==> src/rtl/tcb_lib_register_response_pipe_pkg.sv <==
// Shared types and limits for the TCB register response pipe.
// The tracking entry carries the transfer flag, the read flag and the byte enables.
package tcb_lib_register_response_pipe_pkg;

  localparam int unsigned DLY_MAX = 4;
  localparam int unsigned RSP_MAX = 4;
  localparam int unsigned BEW_MAX = 16;

  typedef struct packed {
    logic               trn;
    logic               ren;
    logic [BEW_MAX-1:0] ben;
  } trk_t;

  // A byte loads when the full word is taken, or when any byte in its hold group is read.
  function automatic logic [BEW_MAX-1:0] grp_load_mask(
    input trk_t        trk,
    input int unsigned bew,
    input int unsigned grn,
    input logic        hld
  );
    logic [BEW_MAX-1:0] msk;
    msk = '0;
    for (int unsigned i = 0; i < BEW_MAX; i++) begin
      if (i < bew) begin
        if (hld == 1'b0) begin
          msk[i] = trk.trn;
        end else begin
          for (int unsigned j = 0; j < BEW_MAX; j++) begin
            if ((j < bew) && ((j / grn) == (i / grn)) && trk.ben[j] && trk.ren && trk.trn) begin
              msk[i] = 1'b1;
            end else begin
              msk[i] = msk[i];
            end
          end
        end
      end else begin
        msk[i] = 1'b0;
      end
    end
    return msk;
  endfunction

endpackage

==> src/rtl/tcb_lib_register_response_pipe_if.sv <==
// TCB bus bundle: request from manager to subordinate, response back.
interface tcb_lib_register_response_pipe_if #(
  parameter int unsigned ABW = 32,
  parameter int unsigned DBW = 32,
  parameter int unsigned BEW = 4
);

  logic           vld;
  logic           wen;
  logic [ABW-1:0] adr;
  logic [BEW-1:0] ben;
  logic [DBW-1:0] wdt;
  logic           rdy;
  logic [DBW-1:0] rdt;
  logic           err;

  modport master (
    output vld, wen, adr, ben, wdt,
    input  rdy, rdt, err
  );

  modport slave (
    input  vld, wen, adr, ben, wdt,
    output rdy, rdt, err
  );

endinterface

==> src/rtl/tcb_lib_register_response_pipe_stage.sv <==
// One response register stage: byte-group enabled data, pulse-style err, tracking entry.
module tcb_lib_register_response_pipe_stage
  import tcb_lib_register_response_pipe_pkg::*;
#(
  parameter int unsigned DBW = 32,
  parameter int unsigned SLW = 8,
  parameter int unsigned BEW = DBW/SLW,
  parameter int unsigned GRN = 1,
  parameter int unsigned HLD = 1
)(
  input  logic           clk,
  input  logic           rst,
  input  trk_t           trk_i,
  input  logic [DBW-1:0] rdt_i,
  input  logic           err_i,
  output trk_t           trk_o,
  output logic [DBW-1:0] rdt_o,
  output logic           err_o
);

  logic [BEW_MAX-1:0] ld_s;
  logic [DBW-1:0]     rdt_d;
  logic [DBW-1:0]     rdt_q;
  logic               err_d;
  logic               err_q;
  trk_t               trk_q;

  // Per-byte load enables derived from the incoming tracking entry.
  always_comb begin
    ld_s = grp_load_mask(trk_i, BEW, GRN, (HLD != 0));
  end

  if (BEW < BEW_MAX) begin : g_pad
    logic unused_ld_s;
    assign unused_ld_s = ^ld_s[BEW_MAX-1:BEW];
  end

  // Next data: selected byte lanes take new data, the rest hold.
  always_comb begin
    rdt_d = rdt_q;
    for (int unsigned b = 0; b < BEW; b++) begin
      if (ld_s[b]) begin
        rdt_d[b*SLW +: SLW] = rdt_i[b*SLW +: SLW];
      end else begin
        rdt_d[b*SLW +: SLW] = rdt_q[b*SLW +: SLW];
      end
    end
  end

  // err follows every tracked transfer and is cleared otherwise.
  always_comb begin
    if (trk_i.trn) begin
      err_d = err_i;
    end else begin
      err_d = 1'b0;
    end
  end

  // Stage registers.
  always_ff @(posedge clk or posedge rst) begin
    if (rst) begin
      rdt_q <= '0;
      err_q <= 1'b0;
      trk_q <= '0;
    end else begin
      rdt_q <= rdt_d;
      err_q <= err_d;
      trk_q <= trk_i;
    end
  end

  assign trk_o = trk_q;
  assign rdt_o = rdt_q;
  assign err_o = err_q;

endmodule

==> src/rtl/tcb_lib_register_response_pipe.sv <==
// TCB response retiming pipe: request passes through, response is delayed by RSP
// register stages with byte-group hold, qualified by a DLY-deep tracking line.
module tcb_lib_register_response_pipe
  import tcb_lib_register_response_pipe_pkg::*;
#(
  parameter int unsigned ABW = 32,
  parameter int unsigned DBW = 32,
  parameter int unsigned SLW = 8,
  parameter int unsigned BEW = DBW/SLW,
  parameter int unsigned DLY = 1,
  parameter int unsigned RSP = 1,
  parameter int unsigned GRN = 1,
  parameter int unsigned HLD = 1
)(
  input  logic clk,
  input  logic rst,
  tcb_lib_register_response_pipe_if.slave  sub,
  tcb_lib_register_response_pipe_if.master man
);

  if ((RSP < 1) || (RSP > RSP_MAX)) begin : g_err_rsp
    $error("RSP must be in 1..RSP_MAX");
  end
  if (DLY > DLY_MAX) begin : g_err_dly
    $error("DLY must be in 0..DLY_MAX");
  end
  if ((GRN < 1) || ((BEW % GRN) != 0)) begin : g_err_grn
    $error("GRN must divide BEW");
  end
  if ((BEW > BEW_MAX) || ((BEW * SLW) != DBW) || (ABW < 1)) begin : g_err_bus
    $error("inconsistent bus widths");
  end

  assign man.vld = sub.vld;
  assign man.wen = sub.wen;
  assign man.adr = sub.adr;
  assign man.ben = sub.ben;
  assign man.wdt = sub.wdt;
  assign sub.rdy = man.rdy;

  trk_t trk_cur_s;
  trk_t trk_tap_s;

  // Tracking entry for the request on the bus this cycle.
  always_comb begin
    trk_cur_s     = '0;
    trk_cur_s.trn = sub.vld & man.rdy;
    trk_cur_s.ren = ~sub.wen;
    trk_cur_s.ben = BEW_MAX'(sub.ben);
  end

  if (DLY == 0) begin : g_nodly
    assign trk_tap_s = trk_cur_s;
  end else begin : g_dly
    trk_t trk_q [DLY];

    // Tracking delay line, aligned with the downstream response latency.
    always_ff @(posedge clk or posedge rst) begin
      if (rst) begin
        for (int i = 0; i < int'(DLY); i++) begin
          trk_q[i] <= '0;
        end
      end else begin
        trk_q[0] <= trk_cur_s;
        for (int i = 1; i < int'(DLY); i++) begin
          trk_q[i] <= trk_q[i-1];
        end
      end
    end

    assign trk_tap_s = trk_q[DLY-1];
  end

  trk_t           trk_s [RSP+1];
  logic [DBW-1:0] rdt_s [RSP+1];
  logic           err_s [RSP+1];

  assign trk_s[0] = trk_tap_s;
  assign rdt_s[0] = man.rdt;
  assign err_s[0] = man.err;

  for (genvar k = 0; k < RSP; k++) begin : g_stg
    tcb_lib_register_response_pipe_stage #(
      .DBW (DBW),
      .SLW (SLW),
      .BEW (BEW),
      .GRN (GRN),
      .HLD (HLD)
    ) u_stage (
      .clk   (clk),
      .rst   (rst),
      .trk_i (trk_s[k]),
      .rdt_i (rdt_s[k]),
      .err_i (err_s[k]),
      .trk_o (trk_s[k+1]),
      .rdt_o (rdt_s[k+1]),
      .err_o (err_s[k+1])
    );
  end

  logic unused_trk_s;
  assign unused_trk_s = ^trk_s[RSP];

  assign sub.rdt = rdt_s[RSP];
  assign sub.err = err_s[RSP];

endmodule

==> src/flat_wrapper.sv <==
// flat-port wrapper written by rule: the top's interface ports become plain ports
module tcb_lib_register_response_pipe_flat import tcb_lib_register_response_pipe_pkg::*;
#(
  parameter int unsigned ABW = 32,
  parameter int unsigned DBW = 32,
  parameter int unsigned SLW = 8,
  parameter int unsigned BEW = DBW/SLW,
  parameter int unsigned DLY = 1,
  parameter int unsigned RSP = 1,
  parameter int unsigned GRN = 1,
  parameter int unsigned HLD = 1
)
  (clk, rst, sub_vld, sub_wen, sub_adr, sub_ben, sub_wdt, sub_rdy, sub_rdt, sub_err, man_vld, man_wen, man_adr, man_ben, man_wdt, man_rdy, man_rdt, man_err);
  tcb_lib_register_response_pipe_if #(.ABW(ABW), .DBW(DBW), .BEW(BEW)) sub_i ();
  tcb_lib_register_response_pipe_if #(.ABW(ABW), .DBW(DBW), .BEW(BEW)) man_i ();
  input  logic clk;
  input  logic rst;
  input wire logic [$bits(sub_i.vld)-1:0] sub_vld;
  input wire logic [$bits(sub_i.wen)-1:0] sub_wen;
  input wire logic [$bits(sub_i.adr)-1:0] sub_adr;
  input wire logic [$bits(sub_i.ben)-1:0] sub_ben;
  input wire logic [$bits(sub_i.wdt)-1:0] sub_wdt;
  output wire logic [$bits(sub_i.rdy)-1:0] sub_rdy;
  output wire logic [$bits(sub_i.rdt)-1:0] sub_rdt;
  output wire logic [$bits(sub_i.err)-1:0] sub_err;
  output wire logic [$bits(man_i.vld)-1:0] man_vld;
  output wire logic [$bits(man_i.wen)-1:0] man_wen;
  output wire logic [$bits(man_i.adr)-1:0] man_adr;
  output wire logic [$bits(man_i.ben)-1:0] man_ben;
  output wire logic [$bits(man_i.wdt)-1:0] man_wdt;
  input wire logic [$bits(man_i.rdy)-1:0] man_rdy;
  input wire logic [$bits(man_i.rdt)-1:0] man_rdt;
  input wire logic [$bits(man_i.err)-1:0] man_err;
  assign sub_i.vld = sub_vld;
  assign sub_i.wen = sub_wen;
  assign sub_i.adr = sub_adr;
  assign sub_i.ben = sub_ben;
  assign sub_i.wdt = sub_wdt;
  assign sub_rdy = sub_i.rdy;
  assign sub_rdt = sub_i.rdt;
  assign sub_err = sub_i.err;
  assign man_vld = man_i.vld;
  assign man_wen = man_i.wen;
  assign man_adr = man_i.adr;
  assign man_ben = man_i.ben;
  assign man_wdt = man_i.wdt;
  assign man_i.rdy = man_rdy;
  assign man_i.rdt = man_rdt;
  assign man_i.err = man_err;
  tcb_lib_register_response_pipe #(.ABW(ABW), .DBW(DBW), .SLW(SLW), .BEW(BEW), .DLY(DLY), .RSP(RSP), .GRN(GRN), .HLD(HLD)) u_core (.clk(clk), .rst(rst), .sub(sub_i), .man(man_i));
endmodule
==> config.mk <==
export PLATFORM = sky130hd
export DESIGN_NAME = tcb_lib_register_response_pipe_flat
export DESIGN_NICKNAME = d
export VERILOG_FILES = /design/src/rtl/tcb_lib_register_response_pipe_pkg.sv /design/src/rtl/tcb_lib_register_response_pipe_if.sv /design/src/rtl/tcb_lib_register_response_pipe_stage.sv /design/src/rtl/tcb_lib_register_response_pipe.sv /design/src/flat_wrapper.sv
export SDC_FILE = /design/constraint.sdc
export NUM_CORES = 1
export LEC_CHECK = 0
export CAP_MARGIN = 5
export CELL_PAD_IN_SITES_DETAIL_PLACEMENT = 0
export CELL_PAD_IN_SITES_GLOBAL_PLACEMENT = 1
export CORE_MARGIN = 10
export CORE_UTILIZATION = 21
export CTS_CLUSTER_DIAMETER = 100
export DETAILED_ROUTE_END_ITERATION = 6
export GPL_TIMING_DRIVEN = 0
export PLACE_DENSITY = 0.87
export SLEW_MARGIN = 25
export SYNTH_ARGS = -nofsm -noshare
export SYNTH_HDL_FRONTEND = slang
export SYNTH_SLANG_ARGS = --single-unit
==> constraint.sdc <==
create_clock -name clk -period 2.01 [get_ports clk]
set_clock_uncertainty 0.2 [all_clocks]
set_input_delay 0.201 -clock clk [delete_from_list [all_inputs] [get_ports clk]]
set_output_delay 0.201 -clock clk [all_outputs]
set_load 0.005 [all_outputs]
==> summary.md, run 1 <==
| Metric | Value |
|---|---|
| RePlAce Congestion | 0.643 |
| Critical path origin | sub_ben[0] |
| H-tree depth | 2 |
| Power per cell area | 714 nW/µm² |
| Initial Util | roughly 22% |
| Final worst-path cycle share | a little under nine tenths |
| WHS | 195 ps |
| Unique masters post-synth | 7 |
| Post-Synth XOR/XNOR Area | 0% |
| Core ar. | ~8800 µm² |
| DRT iter0 DRCs | 25 |
| Worst endpoint required time | ~1600 ps |
| Result of the run | finished clean |
| Max Slew Vio Count | 0 |
| Synth Area in Adders | 0% |
| First-pass GRT wire length | 9860 µm |
| Worst r2r src | u_core.g_dly.trk_q[17] |
| Final hold vios | 0 |
| Peak VDD IR | 0.328 mV |
| IO Pins | 210 |
| CTS Buffer Depth | 2 |
| Die span in x | 116 µm |
| Max Cap Viol | 0 |
| Fmax | 577 MHz |
| Final WL | 6770 µm |
| Finished Core Util | 41.6% |
| Post-Syn Nets | between 200 and 300 |
| Synth top area share | 50.5% |
| Worst rel slew slack | 77.9% |
| Arr. time, crit path | 1330 ps |
| Syn Inst Count | 151 |
| Fin area | 3680 µm² |
| Placed cell area | 3540 µm² |
| CP startpoint kind | input port |
| Clock Sink Count | 39 |
| Hold buffers post-CTS | 1 |
| FF-to-FF setup slack | 580 ps |
| ANT nets after route | 0 |
| DRC viols | 0 |
| 1st-pass router iterations | 3 |
| Vias per cell | slightly below 4 |
| LEAKAGE | 1.61 nW |
| Clk slew on worst S/H paths | 80 ps |
| Final net count | 411 |
| Clk_lat worst skew | 290 ps |
| # rows | 34 |
| PostCTS Resize Cnt | 0 |
| Total GRT Usage | a little under a tenth |
| Synth Area per Inst | 12.8 µm² |
| Top-count cell post-synth | buf_4 |
| Synth area leader | dfrtp_1 |
| Worst r2r dst | u_core.g_stg[0].u_stage.rdt_o[13] |
| Main combinational cell family by area after synthesis | buffers and inverters |
| Die footprint | approximately 13,000 µm² |
| Least-Margin Pin Slew | ~330 ps |
| Top cells by count, synth | 71 x buf_4, 39 x dfrtp_1, 32 x mux2_2 |
| Layout Area Growth over Synthesis | 90.4% |
| Synth Area in Compound Gates | 0% |
| Most used DFF post-synth | dfrtp_1 |
| Chip Height | about 120 µm |
| PortBufs | 145 |
| Synth Area in Simple Gates | 2.72% |
| RSZ-0062 raised after global routing | false |
| #FFs+latches synth | 39 |
| Synth Cell Area | 1930 µm² |
| Total number of vias | between 1,500 and 2,000 |
| Post-DR wirelength/cell | 16.3 µm |
| CP Capture Point | man_ben[0] |
| # setup viols final | 0 |
| Largest net degree at the start of global routing | 28 |
| Min Tclk post-route | 1730 ps |
| Antenna violations before repair | 0 |
| # Post-CTS Setup Buffers | 0 |
| CP max FO | 2 |
| Critical path class | in2out |
| Post-synthesis mux area share | a little under a fifth |
| Ant. Diodes | 0 |
| Hold/Removal Path Class | in2reg |
| Post-synth ARST share | between 90% and 100% |
| HPWL after detailed placement | 5850 µm |
| Root Driver | clkbuf_8 |
| Grt total ovfl | 0 |
| Sequential share of the synthesized area | 50.5% |
| Vias in the first global route | 1,885 |
| CP Capture Type | primary output |
| R2R cell count | 3 |
| Synth warnings | 0 |
| Share of cells above drive strength 1 | 38.2% |
| CTS buffer count | 5 |
| CTS tree | done |
| Count of flip-flops with a built-in enable after synthesis | 0 |
| Top post-synthesis cells by area | dfrtp_1 50%, buf_4 28%, mux2_2 19%, nand3_2 2.1%, and2_1 0.65% |
metrics by stage:
step	cells	power (W)	setup TNS, ps	setup WS (ps)
finish	414	0.00263	0	278
global route	414	0.00278	0	259
CTS	414	0.00269	0	280
detailed placement	405	0.00188	0	294
global placement	404	0.00185	-9610	-248
floorplan	151	0.00129	0	720
critical path, stage by stage:
cell and delay, ps:
clkdlybuf4s50_1 510, buf_4 120, clkdlybuf4s50_1 500
placed cells by master (no fill, tap or decap):
cell,n
inv_1,1
clkbuf_8,5
nand3_2,4
dlygate4sd3_1,1
clkbuf_1,1
inv_2,1
dfrtp_1,39
buf_12,1
and2_1,2
buf_4,71
buf_2,1
bufinv_16,2
mux2_2,32
clkdlybuf4s50_1,145
cell type report:
cell class	instances	area, µm²
Fill cell	861	5160
Timing Repair Buffer	147	1480
Sequential cell	39	976
Buffer	72	538
Multi-Input combinational cell	38	413
Tap cell	108	135
Clock buffer	6	72.6
Clock inverter	2	60.1
Inverter	2	7.51
layer usage:
metal / GRT usage [%] / routed length, µm
met1: 8.32 / 2140
met2: 17.3 / 3660
met3: 5.63 / 938
met4: 2.75 / 34
met5: 0 / 0
cells by family (layout without fill, tap and decap cells):
kind of cell	after synthesis	after routing
buf+inv	74	229
flops	39	39
mux	32	32
simple gates	6	6
worst min-delay path by stage:
| stage | from | end | slack, ps | cells after the start |
|---|---|---|---|---|
| detailed placement | u_core.g_stg[0].u_stage.rdt_o[14] | u_core.g_stg[0].u_stage.rdt_o[14] | 290 | 1 |
| floorplan | sub_ben[0] | u_core.g_dly.trk_q[0] | 30 | 0 |
| global route | sub_ben[3] | u_core.g_dly.trk_q[3] | 190 | 1 |
| finish | sub_ben[3] | u_core.g_dly.trk_q[3] | 200 | 1 |
| global placement | u_core.g_stg[0].u_stage.rdt_o[2] | u_core.g_stg[0].u_stage.rdt_o[2] | 290 | 1 |
| CTS | sub_ben[3] | u_core.g_dly.trk_q[3] | 190 | 1 |
report_power, final:
part           internal [W]  switching (W)
registers          0.000933      0.0000712
logic              0.000623       0.000219
clock network      0.000497       0.000287
sequential cells by signal (all words and copies together) (netlist names):
| signal | cells |
|---|---|
| u_core.g_stg.u_stage.rdt_o | 32 |
| u_core.g_dly.trk_q | 6 |
| u_core.g_stg.u_stage.err_o | 1 |
(Power assumes the default switching activity.)
==> run 2, diff against run 1 <==
--- a/config.mk
+++ b/config.mk
@@ -6,14 +6,14 @@
 export NUM_CORES = 1
 export LEC_CHECK = 0
 export CAP_MARGIN = 5
-export CELL_PAD_IN_SITES_DETAIL_PLACEMENT = 0
-export CELL_PAD_IN_SITES_GLOBAL_PLACEMENT = 1
+export CELL_PAD_IN_SITES_DETAIL_PLACEMENT = 1
+export CELL_PAD_IN_SITES_GLOBAL_PLACEMENT = 2
 export CORE_MARGIN = 10
-export CORE_UTILIZATION = 21
+export CORE_UTILIZATION = 16
 export CTS_CLUSTER_DIAMETER = 100
 export DETAILED_ROUTE_END_ITERATION = 6
 export GPL_TIMING_DRIVEN = 0
-export PLACE_DENSITY = 0.87
+export PLACE_DENSITY = 0.88
 export SLEW_MARGIN = 25
 export SYNTH_ARGS = -nofsm -noshare
 export SYNTH_HDL_FRONTEND = slang
==> run 2 against run 1 <==
  * Critical path depth unchanged
  * First-iteration DRC count fell by 72%
  * Core utilization down 10 points
  * Highest routed layer unchanged
  * Sequential share of layout area fell by 0.41 points
==> summary.md, run 2 (same netlist as run 1, synthesis figures left out) <==
| Metric | Value |
|---|---|
| Placed cell area | 3600 µm² (+1.6%) |
| Vias per cell | 3.54 (-8.2%) |
| Arr. time, crit path | 1310 ps (-20 ps) |
| Worst endpoint required time | 1610 ps (about the same) |
| WP depth | 3 (unchanged) |
| HPWL after detailed placement | 6450 µm (+10%) |
| Critical path class | in2out |
| CP max FO | 2 (unchanged) |
| Ant. Diodes | 0 (unchanged) |
| R2R cell count | 2 (-1) |
| Crit-path cells | clkdlybuf4s50_1, buf_4, clkdlybuf4s50_1 |
| Sequential Area | 976 µm² (unchanged) |
| Share of cells above drive strength 1 | 38.5% (+0.25 points) |
| Clk_lat worst skew | 280 ps (about the same) |
| Max FFs per register | 32 (unchanged) |
| Hold buffers post-CTS | 0 (-1) |
| DRC viols | 0 (unchanged) |
| CTS tree | done |
| H-tree depth | 2 (unchanged) |
| CTS buffer count | 5 (unchanged) |
| WHS | 96.1 ps (-99.0 ps) |
| Worst rel slew slack | 62.6% (-15 points) |
| RePlAce Congestion | 0.636 (-1.1%) |
| Vias in the first global route | 1,949 (+3.4%) |
| First-pass GRT wire length | 10,600 µm (+7.7%) |
| Core ar. | 11,900 µm² (+35%) |
| 1st-pass router iterations | 2 (-1) |
| Multi-input logic area | 413 µm² (unchanged) |
| PostCTS Resize Cnt | 0 (unchanged) |
| Clk slew on worst S/H paths | 60 ps (-20 ps) |
| Max Slew Vio Count | 0 (unchanged) |
| RSZ-0062 raised after global routing | false |
| CTS Buffer Depth | 2 (unchanged) |
| Most frequent cells in the layout | 145 x clkdlybuf4s50_1, 71 x buf_4, 39 x dfrtp_1 |
| Total GRT Usage | 8.21% (-1.1 points) |
| CP Capture Type | primary output |
| ANT nets after route | 0 (unchanged) |
| Max Cap Viol | 0 (unchanged) |
| DRT iter0 DRCs | 7 (-72%) |
| Root Driver | clkbuf_16 |
| CP startpoint kind | input port |
| # Post-CTS Setup Buffers | 0 (unchanged) |
| CP top delay family | buffers and inverters |
| Power per cell area | 708 nW/µm² (-0.81%) |
| Result of the run | finished clean |
| Clock Sink Count | 39 (unchanged) |
| Slowest cell on crit path | clkdlybuf4s50_1 |
| Final worst-path cycle share | 85.1% (-1.1 points) |
| Chip Height | 130 µm (+12%) |
| # rows | 40 (+18%) |
| Post-DR wirelength/cell | 16.5 µm (+0.79%) |
| CP most frequent cell | clkdlybuf4s50_1 |
| Die footprint | 16,900 µm² (+26%) |
| Peak VDD IR | 0.295 mV (-10%) |
| Largest net degree at the start of global routing | 24 (-14%) |
| Antenna violations before repair | 0 (unchanged) |
| CP bufs+invs | 3 (unchanged) |
| Grt total ovfl | 0 (unchanged) |
| Max incr delay on CP | 500 ps (about the same) |
| Total number of vias | 1,598 (unchanged) |
| Least-Margin Pin Slew | 560 ps (+229 ps) |
| Die span in x | 130 µm (+12%) |
| Fin area | 3740 µm² (+1.6%) |
| Layout Area Growth over Synthesis | 93.4% |
| Final net count | 410 (-0.24%) |
| Hold/Removal Path Class | in2async |
| Initial Util | 16.2% (-5.6 points) |
| Commonest non-fill, non-tap cell in the layout | clkdlybuf4s50_1 |
| IO Pins | 210 (unchanged) |
| Min Tclk post-route | 1710 ps (-22.0 ps) |
| # fillers | 1,354 (+57%) |
| LEAKAGE | 1.61 nW (+0.40%) |
| Final WL | 7430 µm (+9.8%) |
| Fmax | 585 MHz (+1.3%) |
| # setup viols final | 0 (unchanged) |
| PortBufs | 145 (unchanged) |
| Final hold vios | 0 (unchanged) |
## run 2: cell types whose count changed in the layout (fill, tap and decap cells not counted)
cell	before	now
buf_12	1	0
buf_16	0	1
clkbuf_16	0	5
bufinv_16	2	0
dlygate4sd3_1	1	0
clkbuf_8	5	1
clkbuf_1	1	0
clkinv_2	0	1
## run 2: power breakdown
part / total [W] / leakage [nW] / switching, W / internal, W
sequential: 0.00101 / 0.457 / 0.0000731 / 0.000935
combinational: 0.000848 / 1.08 / 0.000224 / 0.000623
clock: 0.000793 / 0.0727 / 0.000309 / 0.000485
## run 2: worst paths after layout
check	startpoint	end	slack, ps
worst max register to register	u_core.g_dly.trk_q[16]	u_core.g_stg[0].u_stage.rdt_o[29]	600
max in group asynchronous	rst	u_core.g_stg[0].u_stage.rdt_o[23]	1030
min in group clk	sub_ben[0]	u_core.g_dly.trk_q[0]	190
worst max-delay path	sub_ben[1]	man_ben[1]	300
worst min-delay path	rst	u_core.g_stg[0].u_stage.rdt_o[4]	100
worst min register to register	u_core.g_stg[0].u_stage.rdt_o[23]	u_core.g_stg[0].u_stage.rdt_o[23]	300
## run 2: area by class of cell
| cell class | count | share of cell area, % |
|---|---|---|
| inverters | 2 | 0.201 |
| multi-input cells | 38 | 11.0 |
| clock inverters | 1 | 0.134 |
| repair buffers | 146 | 39.5 |
| well taps | 147 | 4.92 |
| flip-flops and latches | 39 | 26.1 |
| clock buffers | 6 | 3.71 |
| plain buffers | 72 | 14.4 |
## run 2: worst reg2reg max path: cells and delay by family (launching register included)
kind | cells | cell delay (ps)
AND/OR/NAND/NOR | 1 | 280
flip-flops | 1 | 470
multiplexers | 1 | 350
## run 2: through the flow
stage                     setup WS (ps)  utilization (%)  instances  setup TNS, ps  total power, W
after floorplan                     720                -        151              0         0.00129
after CTS                           263             31.4        451              0         0.00272
after global routing                252             31.4        451              0         0.00281
final                               300             31.4        451              0         0.00265
after detailed placement            263             30.2        444              0         0.00190
after global placement             -359             30.0        443         -13900         0.00186
## run 2: layer usage
metal	vias up	GRT usage [%]	share of wire [%]
met3	6	5.76	15
met2	117	15.5	54
met5	-	0	0
met4	0	1.79	0.75
li1	722	-	-
met1	753	6.81	30
